### src/rtl/pb_intc_if.sv
// PicoBlaze port bus as seen by a pb_* peripheral: address, write data, strobes and read data.
interface pb_intc_if;
    logic [7:0] port_id;
    logic [7:0] data_in;
    logic       read_strobe;
    logic       write_strobe;
    logic [7:0] data_out;

    modport master (
        output port_id,
        output data_in,
        output read_strobe,
        output write_strobe,
        input  data_out
    );

    modport slave (
        input  port_id,
        input  data_in,
        input  read_strobe,
        input  write_strobe,
        output data_out
    );
endinterface

### src/rtl/pb_intc.sv
// PicoBlaze interrupt controller: masked, level/edge, polarity-selectable sources with a vector register.
// Define PB_INTC_SYNC_EN to pass irq_in through a 2-flop synchroniser.
module pb_intc #(
    parameter logic [7:0] BASE_ADDRESS = 8'h80,
    parameter int         NUM_IRQ      = 8
) (
    input  logic               clk,
    input  logic               reset,
    pb_intc_if.slave           bus,
    input  logic [NUM_IRQ-1:0] irq_in,
    output logic               interrupt,
    input  logic               interrupt_ack
);

    localparam logic [1:0] S_IDLE    = 2'd0;
    localparam logic [1:0] S_REQ     = 2'd1;
    localparam logic [1:0] S_SERVICE = 2'd2;

    logic [NUM_IRQ-1:0] r_pending;
    logic [NUM_IRQ-1:0] r_mask;
    logic [NUM_IRQ-1:0] r_mode;
    logic [NUM_IRQ-1:0] r_polarity;
    logic [NUM_IRQ-1:0] r_hist;
    logic [1:0]         r_state;
    logic               r_interrupt;
    logic [7:0]         r_dout;

    logic [NUM_IRQ-1:0] w_src;
    logic [NUM_IRQ-1:0] w_act;
    logic [NUM_IRQ-1:0] w_rise;
    logic [NUM_IRQ-1:0] w_w1c;
    logic [NUM_IRQ-1:0] w_active;
    logic [2:0]         w_off;
    logic [2:0]         w_idx;
    logic [7:0]         w_rdata;
    logic [1:0]         w_next;
    logic               w_sel;
    logic               w_wr;
    logic               w_eoi;
    logic               w_req;
    logic               w_unused;

`ifdef PB_INTC_SYNC_EN
    logic [NUM_IRQ-1:0] r_sync1;
    logic [NUM_IRQ-1:0] r_sync2;

    always_ff @(posedge clk or negedge reset) begin
        if (!reset) begin
            r_sync1 <= '0;
            r_sync2 <= '0;
        end else begin
            r_sync1 <= irq_in;
            r_sync2 <= r_sync1;
        end
    end

    assign w_src = r_sync2;
`else
    assign w_src = irq_in;
`endif

    assign w_act    = w_src ^ r_polarity;
    assign w_rise   = w_act & ~r_hist;
    assign w_sel    = (bus.port_id[7:3] == BASE_ADDRESS[7:3]);
    assign w_off    = bus.port_id[2:0];
    assign w_wr     = w_sel & bus.write_strobe;
    assign w_w1c    = (w_wr && (w_off == 3'd0)) ? bus.data_in[NUM_IRQ-1:0] : '0;
    assign w_eoi    = w_wr && (w_off == 3'd5);
    assign w_active = r_pending & r_mask;
    assign w_req    = |w_active;
    assign w_unused = &{1'b0, bus.read_strobe, bus.data_in};

    // Scan downwards so the lowest-numbered active source is the one left in w_idx.
    always_comb begin
        w_idx = 3'd0;
        for (int i = NUM_IRQ - 1; i >= 0; i--) begin
            if (w_active[i]) begin
                w_idx = 3'(i);
            end
        end
    end

    always_comb begin
        w_rdata = 8'h00;
        case (w_off)
            3'd0:    w_rdata = 8'(r_pending);
            3'd1:    w_rdata = 8'(r_mask);
            3'd2:    w_rdata = 8'(r_mode);
            3'd3:    w_rdata = 8'(r_polarity);
            3'd4:    w_rdata = w_req ? {1'b1, 4'b0000, w_idx} : 8'h00;
            default: w_rdata = 8'h00;
        endcase
    end

    // Edge bits: a fresh edge beats a simultaneous W1C; level bits track act each cycle.
    always_ff @(posedge clk or negedge reset) begin
        if (!reset) begin
            r_pending  <= '0;
            r_mask     <= '0;
            r_mode     <= '0;
            r_polarity <= '0;
            r_hist     <= '0;
            r_dout     <= 8'h00;
        end else begin
            r_hist    <= w_act;
            r_pending <= (r_mode & (w_rise | (r_pending & ~w_w1c))) | (~r_mode & w_act);
            if (w_wr) begin
                case (w_off)
                    3'd1:    r_mask     <= bus.data_in[NUM_IRQ-1:0];
                    3'd2:    r_mode     <= bus.data_in[NUM_IRQ-1:0];
                    3'd3:    r_polarity <= bus.data_in[NUM_IRQ-1:0];
                    default: ;
                endcase
            end
            r_dout <= w_sel ? w_rdata : 8'h00;
        end
    end

    always_comb begin
        w_next = r_state;
        case (r_state)
            S_IDLE:    if (w_req) w_next = S_REQ;
            S_REQ: begin
                if (interrupt_ack) begin
                    w_next = S_SERVICE;
                end else if (!w_req) begin
                    w_next = S_IDLE;
                end
            end
            S_SERVICE: if (w_eoi) w_next = S_IDLE;
            default:   w_next = S_IDLE;
        endcase
    end

    always_ff @(posedge clk or negedge reset) begin
        if (!reset) begin
            r_state     <= S_IDLE;
            r_interrupt <= 1'b0;
        end else begin
            r_state     <= w_next;
            r_interrupt <= (w_next == S_REQ);
        end
    end

    assign interrupt    = r_interrupt;
    assign bus.data_out = r_dout;

endmodule

### src/flat_wrapper.sv
// flat-port wrapper written by rule: the top's interface ports become plain ports
module pb_intc_flat 
#(
    parameter logic [7:0] BASE_ADDRESS = 8'h80,
    parameter int         NUM_IRQ      = 8
)
  (clk, reset, irq_in, interrupt, interrupt_ack, bus_port_id, bus_data_in, bus_read_strobe, bus_write_strobe, bus_data_out);
  pb_intc_if bus_i ();
  input  logic clk;
  input  logic reset;
  input  logic [NUM_IRQ-1:0] irq_in;
  output logic interrupt;
  input  logic interrupt_ack;
  input wire logic [$bits(bus_i.port_id)-1:0] bus_port_id;
  input wire logic [$bits(bus_i.data_in)-1:0] bus_data_in;
  input wire logic [$bits(bus_i.read_strobe)-1:0] bus_read_strobe;
  input wire logic [$bits(bus_i.write_strobe)-1:0] bus_write_strobe;
  output wire logic [$bits(bus_i.data_out)-1:0] bus_data_out;
  assign bus_i.port_id = bus_port_id;
  assign bus_i.data_in = bus_data_in;
  assign bus_i.read_strobe = bus_read_strobe;
  assign bus_i.write_strobe = bus_write_strobe;
  assign bus_data_out = bus_i.data_out;
  pb_intc #(.BASE_ADDRESS(BASE_ADDRESS), .NUM_IRQ(NUM_IRQ)) u_core (.clk(clk), .reset(reset), .bus(bus_i), .irq_in(irq_in), .interrupt(interrupt), .interrupt_ack(interrupt_ack));
endmodule
### config.mk
export PLATFORM = sky130hd
export DESIGN_NAME = pb_intc_flat
export DESIGN_NICKNAME = d
export VERILOG_FILES = /design/src/rtl/pb_intc_if.sv /design/src/rtl/pb_intc.sv /design/src/flat_wrapper.sv
export SDC_FILE = /design/constraint.sdc
export NUM_CORES = 1
export LEC_CHECK = 0
export CAP_MARGIN = 20
export CORE_ASPECT_RATIO = 1.4
export CORE_MARGIN = 5
export CORE_UTILIZATION = 50
export CTS_BUF_LIST = sky130_fd_sc_hd__clkbuf_8
export CTS_CLUSTER_DIAMETER = 100
export CTS_CLUSTER_SIZE = 25
export DETAILED_ROUTE_END_ITERATION = 8
export GPL_TIMING_DRIVEN = 0
export HOLD_SLACK_MARGIN = 0.02
export PLACE_DENSITY = 0.75
export SLEW_MARGIN = 20
export SYNTH_ARGS = -nofsm -noshare
export SYNTH_HDL_FRONTEND = slang
export SYNTH_SLANG_ARGS = --single-unit
### constraint.sdc
create_clock -name clk -period 1.65 [get_ports clk]
set_input_delay 0.165 -clock clk [delete_from_list [all_inputs] [get_ports clk]]
set_output_delay 0.165 -clock clk [all_outputs]
set_load 0.02 [all_outputs]
# After elaboration in Yosys (flattened, before gate mapping)
# Index checks and enable logic that the tools add are counted.
# op_classes
eq_ne,9
reduce_logical,8
mux,17
n_bitwise,12
# op_table
cell,count
$and 8x8->8,5
$pmux 8 s5,1
$mux 3,8
$mux 8,3
$not 8->8,3
$or 8x8->8,2
$mux 2,4
$reduce_or 8->1,1
$xor 8x8->8,1
$eq 3x2->1 const B,2
$eq 3x3->1 const B,2
$pmux 2 s3,1
$reduce_and 2->1,3
$eq 5x5->1 const B,1
$eq 2x1->1 const B,2
$eq 3x1->1 const B,1
$logic_not 3->1,1
$eq 2x2->1 const B,1
$logic_and 1x1->1,2
$logic_not 2->1,1
$and 1x1->1,1
# totals
in_bits,29
elab_cells,54
regBits,51

# Depth between registers and ports, before layout
# Gate-level depths: netlist (run 1).
# depth
ltp_word,12
mapped_depth,7
mapped_depth_nobuf,5

# Least setup slack after synthesis (run 1)
# Ideal clock, no wire load.
# synth_timing
kind,in2reg
from,in bus_port_id[4]
to,reg u_core.r_mask[0]
path_stages,4
arrival_time_ps,1479
required_ps,1525
slack_ps,46
setup_ps,125
cell_sequence,nor4_4 > nand4b_4 > nor3b_4 > mux2_2
# synth_between
elab_chain_cells,3
# synth_rtl
item,line,source
start: declaration,flat_wrapper.sv:14,input wire logic [$bits(bus_i.port_id)-1:0] bus_port_id;
$eq 5x5->1,pb_intc.sv:64,assign w_sel = (bus.port_id[7:3] == BASE_ADDRESS[7:3]);
$and 1x1->1,pb_intc.sv:66,assign w_wr = w_sel & bus.write_strobe;
$reduce_and 2->1 (no line),--,
end signal: assignment,pb_intc.sv:109,3'd1: r_mask <= bus.data_in[NUM_IRQ-1:0];
end: declaration,pb_intc.sv:20,logic [NUM_IRQ-1:0] r_mask;
# No other way between the ends.
# A chain may end at the register's enable or synchronous reset.

# Final worst setup path (run 1)
# layout_timing
from,in bus_port_id[5]
to,reg u_core.r_mode[2]
# layout_between
elab_chain_cells,3
# layout_rtl
item,line,source
$eq 5x5->1,pb_intc.sv:64,
$and 1x1->1,pb_intc.sv:66,
$reduce_and 2->1 (no line),--,
end signal: assignment,pb_intc.sv:110,3'd2: r_mode <= bus.data_in[NUM_IRQ-1:0];
end: declaration,pb_intc.sv:21,logic [NUM_IRQ-1:0] r_mode;
# No other way between the ends.

==> results.json, run 1 <==
{
  "cts_buffers": 5,
  "initial_utilization_pct": 51.3,
  "cpMaxStageDelayCell": "mux2_2",
  "cp_max_fo": 5,
  "grt_pass1_wl_um": 8200,
  "ys_top_cells_by_area": "dfrtp_1, mux2_2, mux4_2",
  "syn_inst": 167,
  "grt_setup_unrepaired": "no",
  "grt_max_degree": 29,
  "cts_tree": "yes",
  "clk_latency_ps": 300,
  "setup-tns-final_ps": 0,
  "clock-sinks": 51,
  "synth_edf_count": 0,
  "place_congestion": 0.818,
  "viasPerCell": 5.53,
  "fillers": 338,
  "port_buffers": 35,
  "ir_drop_uv": 632,
  "io_pins": 38,
  "cts_buffer_depth": 2,
  "critical_path.endpoint_type": "register",
  "final_util_pct": 65.4,
  "grt_pass1_vias": 1745,
  "firstDrtPassIters": 4,
  "async_flop_share_pct": 100,
  "core_area_mm2": 0.00454,
  "cts_htree_levels": 2,
  "p_per_area_mw_per_mm2": 832,
  "placedCellCount": 265,
  "status": "completed",
  "netlist.area_leader.share_pct": 54.9,
  "fin_hold_ws_ps": 281,
  "drtIter0Drc": 64,
  "ys_ff_latch": 51,
  "synth-main-ff-cell": "dfrtp_1",
  "finalCriticalPeriod_ps": 1600,
  "finalNonFillerCells": 283,
  "synth.net_count": 196,
  "tightestPinTransition_ps": 546,
  "cp.required_ps": 1840,
  "ant_nets": 0,
  "syn_area_mm2": 0.00232,
  "fin_ws_ps": 54.6,
  "die_w_um": 67.6,
  "drive_above_1_share_pct": 27.6,
  "fmax_mhz": 627,
  "path_clk_slew_ps": 100,
  "slew_headroom_pct": 63.6,
  "yosys_warnings": 0,
  "skew_ps": 4.80,
  "fin_crit_sh_pct": 96.7,
  "track_usage_pct": 17.6,
  "rows": 29,
  "gr-total-overflow": 0,
  "path_cells": "dlygate4sd2_1 -> nor4_4 -> nand4b_4 -> nor3b_4 -> buf_6 -> mux2_2",
  "pre_cts_slack_ps": -713,
  "design_area_mm2": 0.00297,
  "vias": 1565,
  "hold_path.class": "primary input to register",
  "max_stage_delay_ps": 350,
  "yosysUniqueCellTypes": 28,
  "drv_slew": 0,
  "n_antenna_cell": 0,
  "placed_area_mm2": 0.00277,
  "setup_viol": 0,
  "synth_area_per_cell_um2": 13.9,
  "drc": 0,
  "synth_seq_area_share_pct": 54.9,
  "cts-root-buf": "clkbuf_8",
  "wl_per_cell_um": 17.2,
  "antenna_found_initial": 0,
  "wl_um": 4860,
  "dp_hpwl_um": 3590,
  "worst_setup_path_start_kind": "primary input",
  "synth_top_area_cell": "dfrtp_1",
  "leakage_nw": 1.32,
  "total_power_mw": 2.47,
  "hold_viol": 0,
  "drv_cap": 0,
  "fp.dieArea_mm2": 0.00613,
  "die_h_um": 90.7,
  "nets": 249,
  "crit_type": "primary input to register",
  "crit_arrival_ps": 1790,
  "syn2layout_area_growth_pct": 27.7
}
## critical path: cells and delay by family
family | cells | cell delay (ps)
buf+inv | 2 | 420
mux | 1 | 350
simple gates | 3 | 850
## what timing repair did
| action | in CTS | in global routing |
|---|---|---|
| setup buffers | 8 | 1 |
| endpoints found under the setup margin | 32 | 31 |
| pin swaps | 5 | 5 |
| hold buffers | 1 | 0 |
| hold endpoints to repair | 23 | 0 |
| resized for setup | 6 | 4 |
## logic make-up (layout without fill, tap and decap cells)
logic type / Yosys count / count (layout) / synth area share [%]
flip-flops: 51 / 51 / 54.9
XOR/XNOR: 8 / 8 / 3.01
AND/OR/NAND/NOR: 50 / 50 / 14.2
buffers and inverters: 4 / 58 / 0.807
AO/OA/AOI/OAI: 21 / 21 / 7.32
multiplexers: 33 / 33 / 19.8
## cell usage in the layout (no fill, tap or decap), drive strengths merged, types with 2 or more instances in the layout
cell type,count
clkdlybuf4s50,28
inv,2
nand3b,2
a22oi,2
dlygate4sd2,3
mux2,24
mux4,8
nand2,22
buf,14
dfrtp,51
clkinvlp,2
dlymetal6s2s,3
clkbuf,5
o21ai,2
nor2,2
a32o,9
nor2b,6
xor2,8
a21oi,5
nand3,5
nor3b,4
nand2b,4
## state kept, by name, summed over array words and instances (netlist names)
name                 cells
u_core.bus.data_out      8
u_core.r_hist            8
u_core.r_mask            8
u_core.r_mode            8
u_core.r_pending         8
u_core.r_polarity        8
u_core.r_state           2
u_core.interrupt         1
## synthesized netlist by cell type, types with 2 or more instances
library cell,number
a21oi_1,5
a22oi_1,2
a32o_1,9
buf_2,3
dfrtp_1,51
mux2_2,24
mux4_2,8
nand2_1,22
nand2b_1,4
nand3_1,4
nand3b_1,2
nor2_1,2
nor2b_1,6
nor3b_1,2
nor3b_4,2
o21ai_0,2
xor2_1,8
## cell type report
| type | instances | area (µm²) | share of cell area, % |
|---|---|---|---|
| Timing Repair Buffer | 46 | 470 | 15.9 |
| Multi-Input combinational cell | 112 | 1030 | 34.7 |
| Buffer | 3 | 17.5 | 0.590 |
| Sequential cell | 51 | 1280 | 43.0 |
| Clock buffer | 5 | 68.8 | 2.32 |
| Inverter | 1 | 3.75 | 0.126 |
| Tap cell | 62 | 77.6 | 2.61 |
| Clock inverter | 3 | 23.8 | 0.801 |
## power by group
part | switching (mW) | internal (mW) | total (mW)
logic | 0.134 | 0.192 | 0.327
clock network | 0.425 | 0.304 | 0.729
registers | 0.0742 | 1.34 | 1.41
total | 0.634 | 1.84 | 2.47
## layer usage
metal | share of wire, % | track usage [%] | vias to the layer above
li1 | - | - | 723
met1 | 40 | 21.0 | 791
met2 | 54 | 30.9 | 44
met3 | 5.0 | 3.99 | 7
met4 | 1.3 | 4.40 | 0
met5 | 0 | 0 | -
## worst paths after layout
path | startpoint | end | slack [ps] | cells past startpoint
max | bus_port_id[5] | u_core.r_mode[2] | 50 | 6
max in group asynchronous | reset | u_core.r_hist[2] | 730 | 3
min | bus_port_id[2] | u_core.bus.data_out[7] | 280 | 3
max reg2reg | u_core.r_pending[5] | u_core.bus.data_out[0] | 190 | 5
min reg2reg | u_core.r_state[1] | u_core.r_state[0] | 490 | 1
min in group asynchronous | reset | u_core.r_hist[5] | 390 | 2
Power figures use the tool's default switching activity.
==> run 2, diff against run 1 <==
CAP_MARGIN = not set   (was 20)
==> results of run 2 <==
Final layout, timing and power as in run 1 (identical DEF).
